--- src/rtl/oled_spi_tx.sv ---
// ---------------------------------------------------------------------------
// oled_spi_tx : queued 4-wire SPI (mode 0) byte transmitter for SSD1306 OLEDs.
// Define OLED_RES_SEQ_EN to build in the power-on RES pulse.  Rev 1.0
// ---------------------------------------------------------------------------
`timescale 1ns/1ps
`default_nettype none

module oled_spi_tx #(
  parameter int CLK_DIV    = 4,
  parameter int FIFO_DEPTH = 8,
  parameter int RES_CYCLES = 1024
) (
  input  logic        clk_pll,
  input  logic        rst,
  input  logic        wr_en,
  input  logic [11:0] wr_data,
  output logic [11:0] status,
  output logic        oled_scl,
  output logic        oled_sda,
  output logic        oled_dc,
  output logic        oled_res
);

  localparam int AW   = $clog2(FIFO_DEPTH);
  localparam int DIVW = (CLK_DIV > 1) ? $clog2(CLK_DIV) : 1;
  localparam logic [DIVW-1:0] DIV_MAX  = DIVW'(CLK_DIV - 1);
  localparam logic [AW:0]     FULL_CNT = (AW+1)'(FIFO_DEPTH);

  if (CLK_DIV < 1) begin : g_chk_div
    $error("CLK_DIV must be >= 1");
  end
  if (FIFO_DEPTH < 2 || (FIFO_DEPTH & (FIFO_DEPTH - 1)) != 0) begin : g_chk_depth
    $error("FIFO_DEPTH must be a power of 2 and >= 2");
  end
  if (RES_CYCLES < 1) begin : g_chk_res
    $error("RES_CYCLES must be >= 1");
  end

  typedef enum logic [1:0] {
    ST_IDLE  = 2'd0,
    ST_LOAD  = 2'd1,
    ST_SHIFT = 2'd2
`ifdef OLED_RES_SEQ_EN
    , ST_RESET = 2'd3
`endif
  } state_e;

`ifdef OLED_RES_SEQ_EN
  localparam state_e ST_START = ST_RESET;
`else
  localparam state_e ST_START = ST_IDLE;
`endif

  state_e          state_q, state_d;
  logic [DIVW-1:0] div_q, div_d;
  logic [2:0]      bit_q, bit_d;
  logic [7:0]      shift_q, shift_d;
  logic            scl_q, scl_d, sda_q, sda_d, dc_q, dc_d;
  logic            ovf_q;

  logic [8:0]      fifo_q [FIFO_DEPTH];
  logic [AW-1:0]   wr_ptr_q, rd_ptr_q;
  logic [AW:0]     cnt_q;
  logic            w_full, w_empty, w_push, w_pop, w_busy, w_res_done;
  logic [8:0]      w_head;
  logic            unused_wr_hi;

  assign unused_wr_hi = ^wr_data[11:9];

  // Full/empty come from the registered count, so a pop never frees a slot
  // for a push in the same cycle.
  assign w_full  = (cnt_q == FULL_CNT);
  assign w_empty = (cnt_q == '0);
  assign w_push  = wr_en && !w_full;
  assign w_pop   = (state_q == ST_LOAD);
  assign w_head  = fifo_q[rd_ptr_q];

  always_ff @(posedge clk_pll) begin
    if (w_push) fifo_q[wr_ptr_q] <= wr_data[8:0];
  end

  always_ff @(posedge clk_pll or negedge rst) begin
    if (!rst) begin
      wr_ptr_q <= '0;
      rd_ptr_q <= '0;
      cnt_q    <= '0;
      ovf_q    <= 1'b0;
    end else begin
      if (w_push) wr_ptr_q <= wr_ptr_q + AW'(1);
      if (w_pop)  rd_ptr_q <= rd_ptr_q + AW'(1);
      if (wr_en && w_full) ovf_q <= 1'b1;
      case ({w_push, w_pop})
        2'b10:   cnt_q <= cnt_q + (AW+1)'(1);
        2'b01:   cnt_q <= cnt_q - (AW+1)'(1);
        default: cnt_q <= cnt_q;
      endcase
    end
  end

`ifdef OLED_RES_SEQ_EN
  localparam int RCW = (RES_CYCLES > 1) ? $clog2(RES_CYCLES) : 1;
  localparam logic [RCW-1:0] RES_MAX = RCW'(RES_CYCLES - 1);
  logic [RCW-1:0] res_cnt_q, res_cnt_d;
  logic           res_q, res_d, res_done_q, res_done_d;

  always_ff @(posedge clk_pll or negedge rst) begin
    if (!rst) begin
      res_cnt_q  <= '0;
      res_q      <= 1'b0;
      res_done_q <= 1'b0;
    end else begin
      res_cnt_q  <= res_cnt_d;
      res_q      <= res_d;
      res_done_q <= res_done_d;
    end
  end

  assign oled_res   = res_q;
  assign w_res_done = res_done_q;
`else
  assign oled_res   = 1'b1;
  assign w_res_done = 1'b1;
`endif

  always_ff @(posedge clk_pll or negedge rst) begin
    if (!rst) begin
      state_q <= ST_START;
      div_q   <= '0;
      bit_q   <= '0;
      shift_q <= '0;
      scl_q   <= 1'b0;
      sda_q   <= 1'b0;
      dc_q    <= 1'b0;
    end else begin
      state_q <= state_d;
      div_q   <= div_d;
      bit_q   <= bit_d;
      shift_q <= shift_d;
      scl_q   <= scl_d;
      sda_q   <= sda_d;
      dc_q    <= dc_d;
    end
  end

  always_comb begin
    state_d = state_q;
    div_d   = div_q;
    bit_d   = bit_q;
    shift_d = shift_q;
    scl_d   = scl_q;
    sda_d   = sda_q;
    dc_d    = dc_q;
`ifdef OLED_RES_SEQ_EN
    res_cnt_d  = res_cnt_q;
    res_d      = res_q;
    res_done_d = res_done_q;
`endif
    case (state_q)
`ifdef OLED_RES_SEQ_EN
      ST_RESET: begin
        if (res_cnt_q == RES_MAX) begin
          res_d      = 1'b1;
          res_done_d = 1'b1;
          state_d    = ST_IDLE;
        end else begin
          res_cnt_d = res_cnt_q + RCW'(1);
        end
      end
`endif
      ST_IDLE: begin
        if (!w_empty) state_d = ST_LOAD;
      end
      ST_LOAD: begin
        shift_d = w_head[7:0];
        dc_d    = w_head[8];
        sda_d   = w_head[7];
        bit_d   = '0;
        div_d   = '0;
        scl_d   = 1'b0;
        state_d = ST_SHIFT;
      end
      ST_SHIFT: begin
        if (div_q == DIV_MAX) begin
          div_d = '0;
          scl_d = ~scl_q;
          // Falling edge: advance to the next bit, or leave after the 8th.
          if (scl_q) begin
            if (bit_q == 3'd7) begin
              bit_d   = '0;
              state_d = w_empty ? ST_IDLE : ST_LOAD;
            end else begin
              bit_d   = bit_q + 3'd1;
              shift_d = {shift_q[6:0], 1'b0};
              sda_d   = shift_q[6];
            end
          end
        end else begin
          div_d = div_q + DIVW'(1);
        end
      end
      default: state_d = ST_START;
    endcase
  end

  assign w_busy   = !w_empty || (state_q == ST_LOAD) || (state_q == ST_SHIFT);
  assign status   = {8'b0, ovf_q, w_res_done, w_full, w_busy};
  assign oled_scl = scl_q;
  assign oled_sda = sda_q;
  assign oled_dc  = dc_q;

endmodule

`default_nettype wire

--- config.mk ---
export PLATFORM = sky130hd
export DESIGN_NAME = oled_spi_tx
export DESIGN_NICKNAME = d
export VERILOG_FILES = /design/src/rtl/oled_spi_tx.sv
export SDC_FILE = /design/constraint.sdc
export NUM_CORES = 1
export LEC_CHECK = 0
export CORE_ASPECT_RATIO = 1.75
export CORE_MARGIN = 5
export CORE_UTILIZATION = 63
export DETAILED_ROUTE_END_ITERATION = 16
export HOLD_SLACK_MARGIN = 0.12
export MAX_ROUTING_LAYER = met4
export PLACE_DENSITY = 0.88
export SYNTH_ARGS = -nofsm -noshare
export SYNTH_HDL_FRONTEND = slang
export SYNTH_SLANG_ARGS = --single-unit
--- constraint.sdc ---
create_clock -name clk_pll -period 5.1 [get_ports clk_pll]
set_input_delay 0.765 -clock clk_pll [delete_from_list [all_inputs] [get_ports clk_pll]]
set_output_delay 0.765 -clock clk_pll [all_outputs]
set_load 0.02 [all_outputs]
==> results of run 1 <==
==> metrics by stage <==
| step | power (mW) | instances | area (µm²) | worst slack [ns] |
|---|---|---|---|---|
| floorplan | 1.85 | 302 | 4380 | 2.74 |
| global placement | 2.00 | 385 | 4540 | 2.28 |
| detailed placement | 2.06 | 385 | 4540 | 2.16 |
| CTS | 2.84 | 401 | 4880 | 2.09 |
| global route | 2.96 | 401 | 4880 | 1.97 |
| finish | 2.82 | 401 | 4880 | 2.13 |
==> how the worst min path moves through the flow <==
stage	start	slack [ns]	cells past startpoint	endpoint
2_1_floorplan	ovf_q	0.43	1	ovf_q
3_3_place_gp	ovf_q	0.44	1	ovf_q
3_5_place_dp	ovf_q	0.44	1	ovf_q
4_1_cts	ovf_q	0.46	1	ovf_q
5_1_grt	ovf_q	0.49	1	ovf_q
6_report	ovf_q	0.46	1	ovf_q
==> final cells by class <==
type	instances	area, µm²	share of cell area (%)
Clock buffer	9	225	4.62
Sequential cell	100	2860	58.7
Multi-Input combinational cell	173	1350	27.6
Tap cell	84	105	2.15
Inverter	7	26.3	0.538
Timing Repair Buffer	21	200	4.10
Clock inverter	7	115	2.36
==> Yosys cell counts, drive strengths merged <==
library cell,count,area share [%]
buf,21,3.8
and4b,1,0.23
dfrtp,28,16
a21o,1,0.17
mux2i,23,5.3
conb,2,0.17
o31ai,5,0.86
nor4b,1,0.55
nand2b,3,0.43
nor4,2,0.63
xor2,4,0.81
nand3,2,0.23
nor4bb,1,0.23
nor2,7,0.60
ha,12,3.5
nor3b,1,0.17
nand2,29,2.5
nor3,7,0.81
mux4,6,3.3
o211ai,1,0.17
inv,7,0.60
o22ai,3,0.43
xnor2,6,1.2
a22oi,14,2.4
mux2,3,0.78
edfxtp,72,50
nor2b,8,1.2
a211oi,5,0.86
nand4b,1,0.20
a21oi,7,0.89
o21ai,10,1.2
clkbuf,1,0.086
==> sequential cells by signal, indices dropped and copies added, names as in the netlist <==
signal    count
wr_ptr_q      3
state_q       2
div_q         2
ovf_q         1
oled_sda      1
oled_dc       1
oled_scl      1
shift_q       7
rd_ptr_q      3
fifo_q       72
cnt_q         4
bit_q         3
==> kinds of logic (layout without fill, tap and decap cells) <==
logic type / after synthesis / in the layout
flops: 100 / 100
simple gates: 63 / 63
compound gates: 46 / 46
mux: 32 / 32
buf+inv: 29 / 44
fa+ha+maj: 12 / 12
xor+xnor: 10 / 10
other cells: 2 / 10
==> power by group <==
group | leakage [nW] | internal, mW | switching, mW | total, mW
clock | 0.163 | 0.477 | 0.280 | 0.758
combinational | 0.688 | 0.362 | 0.478 | 0.840
sequential | 0.999 | 1.06 | 0.163 | 1.22
total | 1.85 | 1.90 | 0.921 | 2.82
==> layer usage <==
metal / wire (µm) / GRT usage [%]
met1: 2830 / 21.8
met3: 280 / 2.85
met5: 0 / -
met4: 276 / 13.0
met2: 4420 / 35.0
==> flow_metrics.py, run 1 <==
metrics = {
    "cts": {
        "h-tree-depth": 3,
        "clk_latency_ns": 0.34,
        "cts.sinks": 100,
        "post_cts_buffers": 0,
        "cts_buffer_depth": 2,
        "cts_buffers": 9,
        "cts_root_buf": "clkbuf_16",
        "clk_pin_slew_worst_paths_ns": 0.07,
        "cts_tree": "yes",
        "cts_hold_buf": 0,
        "post_cts_resized": 0,
    },
    "critical_path": {
        "crit_end": "status[0]",
        "path_delay_family": "buffers and inverters",
        "ff2ff_setup_slack_ns": 2.69,
        "r2r_cells": 10,
        "slowest_delay_ns": 0.60,
        "critPathLaunchType": "flip-flop",
        "r2r_end": "cnt_q[2]",
        "cp.depth": 5,
        "arrival_ns": 2.21,
        "path_buf_inv": 2,
        "crit_chain": "inv_1 -> ha_1 -> nor2_1 -> nand2_1 -> clkdlybuf4s50_1",
        "cp-startpoint": "state_q[1]",
        "slowest_stage": "clkdlybuf4s50_1",
        "cp-end-kind": "output pin",
        "rr_startpoint": "cnt_q[0]",
        "cp_max_fo": 11,
        "crit_required_ns": 4.34,
        "crit_type": "reg -> out",
    },
    "logic_synthesis": {
        "synthXorXnorAreaFrac_pct": 2.01,
        "synthCells": 294,
        "synthMuxAreaShare_pct": 9.35,
        "synth_adder_area_share_pct": 3.45,
        "yosysWarnings": 0,
        "synth_cell_type_count": 40,
        "synth-simple-area-share_pct": 7.79,
        "synth_top_family_by_area": "multiplexers",
        "synthesis.area_mm2": 0.00435,
        "ys_ff_latch": 100,
        "synth_compound_area_share_pct": 6.96,
        "yosysSeqAreaShare_pct": 65.8,
        "syn_area_per_cell_um2": 14.8,
    },
    "grt": {
        "grt_pass1_vias": 2559,
        "grt_overflow": 0,
        "antenna_found_initial": 0,
        "grt_pass1_wl_mm": 12.7,
        "grt_max_degree": 38,
        "grt_usage_pct": 20.6,
    },
    "die": {
        "core_mm2": 0.00681,
        "die_height_um": 120,
        "std_cell_rows": 40,
        "start_util_pct": 63.9,
        "num_io_pins": 31,
        "die-area_mm2": 0.00873,
        "die_width_um": 72.8,
    },
    "final_layout": {
        "fin_nets": 339,
        "final_core_util_pct": 71.7,
        "n_antenna_cell": 0,
        "layout-drive-gt1-share_pct": 11.0,
        "final_cell_mix": "edfxtp_1, nand2_1, dfrtp_1",
        "fillers": 464,
        "area_delta_synth_final_pct": 12.2,
        "final_common_cell": "edfxtp_1",
    },
    "routing": {
        "drtIter0Drc": 138,
        "dr.pass1.iters": 4,
        "via_per_inst": 5.91,
        "post_drt_wl_per_cell_um": 19.5,
        "drc": 0,
        "wl_mm": 7.81,
        "dr_total_vias": 2368,
        "ant_nets": 0,
    },
    "power_and_ir_drop": {
        "p_leak_nw": 1.85,
        "vdd_drop_max_v": 0.000472,
        "power.density_mw_per_mm2": 578,
    },
    "sta": {
        "worstMarginPinSlew_ns": 0.981,
        "slew_headroom_pct": 34.4,
        "setup_tns_ns": 0,
        "finalSetupViolations": 0,
        "rsz0062_at_grt": "no",
        "maxSlewViolCount": 0,
        "timing.fmax_mhz": 336,
        "timing.final.crit_share_pct": 58.3,
        "fin_crit_ns": 2.97,
        "holdWs_ns": 0.458,
        "hold_violations": 0,
        "clock_skew_ns": 0.00804,
    },
    "place": {
        "port-buffer-count": 17,
        "dpl.hpwl_mm": 5.15,
        "gp_congestion": 0.843,
    },
    "status": {
        "status": "completed",
    },
    "job": {
        "cap_violations": 0,
    },
    "worst_hold_path": {
        "worstHoldPathType": "reg -> reg",
    },
}
Power figures use the tool's default switching activity.
==> run 2: changes to the inputs <==
--- a/config.mk
+++ b/config.mk
@@ -7,11 +7,11 @@
 export LEC_CHECK = 0
 export CORE_ASPECT_RATIO = 1.75
 export CORE_MARGIN = 5
-export CORE_UTILIZATION = 63
+export CORE_UTILIZATION = 52
 export DETAILED_ROUTE_END_ITERATION = 16
 export HOLD_SLACK_MARGIN = 0.12
 export MAX_ROUTING_LAYER = met4
-export PLACE_DENSITY = 0.88
+export PLACE_DENSITY = 0.78
 export SYNTH_ARGS = -nofsm -noshare
 export SYNTH_HDL_FRONTEND = slang
 export SYNTH_SLANG_ARGS = --single-unit
==> constraint.sdc (replaced) <==
create_clock -name clk_pll -period 2.42 [get_ports clk_pll]
set_input_delay 0.363 -clock clk_pll [delete_from_list [all_inputs] [get_ports clk_pll]]
set_output_delay 0.363 -clock clk_pll [all_outputs]
set_load 0.02 [all_outputs]
==> run 2 against run 1 <==
  * Final area increased by 1.9%
  * Largest power group unchanged
  * Register-to-register slack got worse by 2.5 ns
  * Final cell count is 4.7% higher
  * Via count increased by 0.55%
  * Die area rose by 19%
  * Hold slack got worse by 0.053 ns
  * First-iteration DRC count fell by 17%
  * Non-clock buffer count grew 11
  * Sequential cell count unchanged
  * Critical path type unchanged
  * Routed wire length down 5.3%
==> flow_metrics.py, run 2 (same netlist as run 1, synthesis figures left out) <==
metrics = {
    "cts": {
        "cts_tree": "yes",
        "cts_hold_buf": 0,
        "cts.sinks": 100,
        "cts_root_buf": "clkbuf_16",
        "clk_latency_ns": 0.34,
        "cts_buffer_depth": 2,
        "cts_buffers": 9,
        "h-tree-depth": 3,
        "clk_pin_slew_worst_paths_ns": 0.07,
    },
    "final_layout": {
        "n_antenna_cell": 0,
        "fillers": 623,
        "largest_reg_flops": 72,
        "area_delta_synth_final_pct": 14.3,
        "final_area_mm2": 0.00497,
        "reg_top3": "fifo_q x72, shift_q x7, cnt_q x4",
        "final_cell_mix": "edfxtp_1, nand2_1, dfrtp_1",
        "regMostFlops": "fifo_q",
        "fin_nets": 350,
        "final_common_cell": "edfxtp_1",
        "layout-drive-gt1-share_pct": 13.4,
        "stdcell_count": 420,
    },
    "grt": {
        "grt_pass1_vias": 2409,
        "met2_usage_pct": 29.5,
        "grt_pass1_wl_mm": 12.2,
        "grtUsageMet3_pct": 3.36,
        "gr-usage-met1_pct": 17.2,
        "grt_usage_pct": 16.5,
        "grt_most_used_layer": "met2",
        "antenna_found_initial": 0,
        "grt_overflow": 0,
        "grt_max_degree": 29,
    },
    "worst_hold_path": {
        "worstHoldPathType": "in -> async",
    },
    "sta": {
        "maxSlewViolCount": 0,
        "setup_tns_ns": 0,
        "timing.final.crit_share_pct": 94.3,
        "fin_crit_ns": 2.28,
        "finalSetupViolations": 0,
        "rsz0062_at_grt": "no",
        "clock_skew_ns": 0.00593,
        "timing.fmax_mhz": 438,
        "worstMarginPinSlew_ns": 0.670,
        "setup_ws_ns": 0.139,
        "hold_violations": 0,
        "slew_headroom_pct": 55.4,
    },
    "die": {
        "die-area_mm2": 0.0104,
        "std_cell_rows": 44,
        "start_util_pct": 52.7,
        "die_width_um": 79.1,
        "num_io_pins": 31,
        "die_height_um": 131,
        "core_mm2": 0.00826,
    },
    "routing": {
        "via_per_inst": 5.67,
        "dr_total_vias": 2381,
        "wl_mm": 7.40,
        "dr.pass1.iters": 4,
        "post_drt_wl_per_cell_um": 17.6,
        "drc": 0,
        "drtIter0Drc": 114,
        "ant_nets": 0,
    },
    "critical_path": {
        "slowest_stage": "clkdlybuf4s50_1",
        "slowest_delay_ns": 0.59,
        "crit_type": "reg -> out",
        "cp-end-kind": "output pin",
        "cp_max_fo": 7,
        "crit_required_ns": 2.06,
        "critPathLaunchType": "flip-flop",
        "crit_chain": "inv_1 -> ha_1 -> nor2_1 -> nand2_1 -> clkdlybuf4s50_1",
        "arrival_ns": 1.92,
    },
    "place": {
        "dp.cells": 404,
        "dpl-instance-area_mm2": 0.00463,
        "port-buffer-count": 17,
        "gp_congestion": 0.766,
        "pre_cts_ws_ns": 0.0624,
        "dpl.hpwl_mm": 5.21,
    },
    "status": {
        "status": "completed",
    },
    "power_and_ir_drop": {
        "vdd_drop_max_v": 0.000725,
        "p_leak_nw": 1.91,
        "power.density_mw_per_mm2": 1200,
    },
    "job": {
        "cap_violations": 0,
    },
}
==> run 2: changes by cell type in the layout (fill, tap and decap cells not counted) <==
cell and delta:
buf_12 +1, buf_4 +10, ha_1 -1, ha_2 +1, nor3_1 +3, nor3_2 -3
==> run 2: final cells by class <==
| type | instances | area, µm² | share of cell area (%) |
|---|---|---|---|
| Tap cell | 92 | 115 | 2.32 |
| Clock inverter | 7 | 115 | 2.32 |
| Sequential cell | 100 | 2860 | 57.6 |
| Clock buffer | 9 | 225 | 4.53 |
| Inverter | 7 | 26.3 | 0.528 |
| Multi-Input combinational cell | 173 | 1330 | 26.8 |
| Timing Repair Buffer | 32 | 295 | 5.94 |
==> run 2: critical path: cells and delay by family, from the launching register on <==
kind                       cells  cell delay, ns
buffers and inverters          2            0.69
adders and majority gates      1            0.29
and+or+nand+nor                2            0.16
DFF                            1            0.43
==> run 2: power by group <==
| group | leakage, nW | internal [mW] | total [mW] | switching (mW) |
|---|---|---|---|---|
| clock | 0.163 | 1.01 | 1.59 | 0.588 |
| sequential | 0.999 | 2.23 | 2.59 | 0.363 |
| combinational | 0.744 | 0.846 | 1.77 | 0.928 |
==> run 2: repair_timing <==
| action | 4_1_cts | 5_1_grt |
|---|---|---|
| setup buffers | 0 | 0 |
| endpoints found under the setup margin | 0 | 1 |
| gates resized for setup | 0 | 1 |
==> run 2: path summary, 6_finish.rpt <==
kind | startpoint | slack (ns) | depth (start not counted) | to
setup / recovery | state_q[0] | 0.14 | 5 | status[0]
hold / removal | rst | 0.40 | 2 | wr_ptr_q[1]
setup reg to reg | cnt_q[0] | 0.18 | 10 | cnt_q[2]
hold reg to reg | ovf_q | 0.46 | 1 | ovf_q
max in group asynchronous | rst | 1.75 | 2 | shift_q[0]
min in group clk_pll | ovf_q | 0.46 | 1 | ovf_q
==> run 2: per-layer routing <==
layer / vias up / share of wire, %
met5: - / 0
met4: 0 / 2.3
met3: 14 / 2.7
met2: 34 / 56
met1: 1188 / 39
li1: 1145 / -
==> run 2: stage by stage <==
| step | hold WS, ns | power (mW) | utilization [%] |
|---|---|---|---|
| after floorplan | 0.0674 | 3.91 | - |
| after global placement | 0.437 | 4.33 | 56.1 |
| after detailed placement | 0.454 | 4.42 | 56.1 |
| after CTS | 0.411 | 6.03 | 60.2 |
| after global routing | 0.451 | 6.34 | 60.2 |
| final | 0.404 | 5.96 | 60.2 |
==> run 3: changes to the inputs <==
--- a/config.mk
+++ b/config.mk
@@ -7,11 +7,12 @@
 export LEC_CHECK = 0
 export CORE_ASPECT_RATIO = 1.75
 export CORE_MARGIN = 5
-export CORE_UTILIZATION = 52
+export CORE_UTILIZATION = 57
 export DETAILED_ROUTE_END_ITERATION = 16
+export DONT_BUFFER_PORTS = 1
 export HOLD_SLACK_MARGIN = 0.12
 export MAX_ROUTING_LAYER = met4
-export PLACE_DENSITY = 0.78
+export PLACE_DENSITY = 0.75
 export SYNTH_ARGS = -nofsm -noshare
 export SYNTH_HDL_FRONTEND = slang
 export SYNTH_SLANG_ARGS = --single-unit
==> run 3 against run 2 <==
  * Clock-buffer cell count unchanged
  * Via count decreased by 4.2%
  * Final cell count is 3.6% lower
  * Clock power is 12% lower
  * Core utilization is 4.0 points higher
  * Total power down 5.6%
  * Register-to-register slack improved by 0.03 ns
  * Final area fell by 2.9%
  * Sequential share of layout area is 1.7 points higher
  * Critical endpoint is now cnt_q[2]
==> flow_metrics.py, run 3 (same netlist as run 1, synthesis figures left out) <==
metrics = {
    "routing": {
        "dr.pass1.iters": 4,
        "via_per_inst": 5.63,
        "drtIter0Drc": 134,
        "drc": 0,
        "wl_mm": 7.18,
        "ant_nets": 0,
        "dr_total_vias": 2280,
        "post_drt_wl_per_cell_um": 17.7,
    },
    "final_layout": {
        "final_cell_mix": "edfxtp_1, nand2_1, dfrtp_1",
        "fillers": 544,
        "regMostFlops": "fifo_q",
        "multi_input_area_mm2": 0.00133,
        "layout-drive-gt1-share_pct": 12.6,
        "largest_reg_flops": 72,
        "area_delta_synth_final_pct": 11.0,
        "final-seq-area_mm2": 0.00286,
        "reg_top3": "fifo_q x72, shift_q x7, cnt_q x4",
        "final_common_cell": "edfxtp_1",
        "n_antenna_cell": 0,
        "fin_nets": 339,
        "final_area_mm2": 0.00483,
        "stdcell_count": 405,
        "final_core_util_pct": 64.3,
    },
    "cts": {
        "clk_pin_slew_worst_paths_ns": 0.07,
        "post_cts_buffers": 0,
        "cts.sinks": 100,
        "cts_tree": "yes",
        "clk_latency_ns": 0.34,
        "cts_buffers": 9,
        "h-tree-depth": 3,
        "cts_buffer_depth": 2,
        "cts_root_buf": "clkbuf_16",
    },
    "job": {
        "cap_violations": 0,
    },
    "place": {
        "dpl.hpwl_mm": 4.99,
        "dp.cells": 378,
        "dpl-instance-area_mm2": 0.00440,
        "gp_congestion": 0.751,
        "pre_cts_ws_ns": 0.156,
        "port-buffer-count": 0,
    },
    "critical_path": {
        "crit_chain": "nor4b_4 -> nor2b_2 -> inv_2 -> ha_2 -> xor2_1 -> ha_1 -> a21oi_1 -> xor2_1 -> nor2_1 -> xor2_1",
        "cp_max_fo": 8,
        "path_buf_inv": 1,
        "crit_type": "reg -> reg",
        "cp-end-kind": "flip-flop",
        "crit_path_frequent_cell": "xor2_1",
        "critPathLaunchType": "flip-flop",
        "ff2ff_setup_slack_ns": 0.21,
        "path_delay_family": "simple AND/OR/NAND/NOR gates",
        "crit_required_ns": 2.64,
        "slowest_stage": "dfrtp_1",
        "arrival_ns": 2.43,
        "slowest_delay_ns": 0.48,
    },
    "sta": {
        "rsz0062_at_grt": "no",
        "worstMarginPinSlew_ns": 0.967,
        "finalSetupViolations": 0,
        "setup_ws_ns": 0.208,
        "maxSlewViolCount": 0,
        "fin_crit_ns": 2.21,
        "slew_headroom_pct": 35.3,
        "setup_tns_ns": 0,
        "timing.final.crit_share_pct": 91.4,
        "timing.fmax_mhz": 452,
        "clock_skew_ns": 0.00742,
        "holdWs_ns": 0.143,
        "hold_violations": 0,
    },
    "power_and_ir_drop": {
        "total_power_mw": 5.62,
        "p_leak_nw": 1.84,
        "vdd_drop_max_v": 0.000723,
        "power.density_mw_per_mm2": 1160,
    },
    "die": {
        "die_height_um": 126,
        "core_mm2": 0.00751,
        "die_width_um": 76.0,
        "start_util_pct": 57.9,
        "std_cell_rows": 42,
        "num_io_pins": 31,
        "die-area_mm2": 0.00955,
    },
    "grt": {
        "grt_usage_pct": 16.9,
        "grt_max_degree": 29,
        "grt_pass1_vias": 2330,
        "antenna_found_initial": 0,
        "grt_overflow": 0,
        "grt_pass1_wl_mm": 11.9,
    },
    "worst_hold_path": {
        "worstHoldPathType": "in -> reg",
    },
    "status": {
        "status": "completed",
    },
}
-- run 3: changes by cell type in the layout (fill, tap and decap cells not counted), moves of 2 or more --
cell / previous run / this run
bufinv_16: 3 / 1
dlygate4sd3_1: 0 / 10
clkdlybuf4s50_1: 17 / 0
clkinv_4: 1 / 3
buf_4: 14 / 10
-- run 3: worst paths after layout --
kind                             from          to  cells past startpoint
setup / recovery             cnt_q[0]    cnt_q[2]                     10
hold / removal                  wr_en       ovf_q                      1
setup reg to reg             cnt_q[0]    cnt_q[2]                     10
hold reg to reg            shift_q[3]  shift_q[3]                      2
max in group asynchronous         rst    bit_q[1]                      2
min in group asynchronous         rst    cnt_q[2]                      2
-- run 3: area by class of cell --
cell class                      instances  area share, %
Inverter                                7          0.544
Clock inverter                          7           1.58
Timing Repair Buffer                   21           4.04
Multi-Input combinational cell        173           27.6
Sequential cell                       100           59.3
Clock buffer                            9           4.66
Tap cell                               88           2.28
-- run 3: power breakdown --
| part | internal (mW) | total [mW] | switching [mW] |
|---|---|---|---|
| combinational | 0.739 | 1.63 | 0.889 |
| sequential | 2.23 | 2.59 | 0.363 |
| clock | 0.805 | 1.40 | 0.598 |
-- run 3: what timing repair did --
item                       CTS  global route
setup endpoints to repair    0             1
hold endpoints to repair   100             0
hold buffers                11             0
resized for setup            0             1
-- run 3: layer usage --
layer | vias to the layer above | wire length [µm] | track usage [%]
li1 | 1114 | - | -
met1 | 1127 | 2860 | 18.7
met2 | 30 | 3980 | 28.6
met3 | 9 | 209 | 4.32
met4 | 0 | 131 | 6.92
met5 | - | 0 | -
-- run 3: worst reg2reg max path, cell delays in order (launching register included) --
cell and delay, ns:
dfrtp_1 0.48, nor4b_4 0.35, nor2b_2 0.10, inv_2 0.14, ha_2 0.25, xor2_1 0.08
ha_1 0.19, a21oi_1 0.14, xor2_1 0.15, nor2_1 0.06, xor2_1 0.14
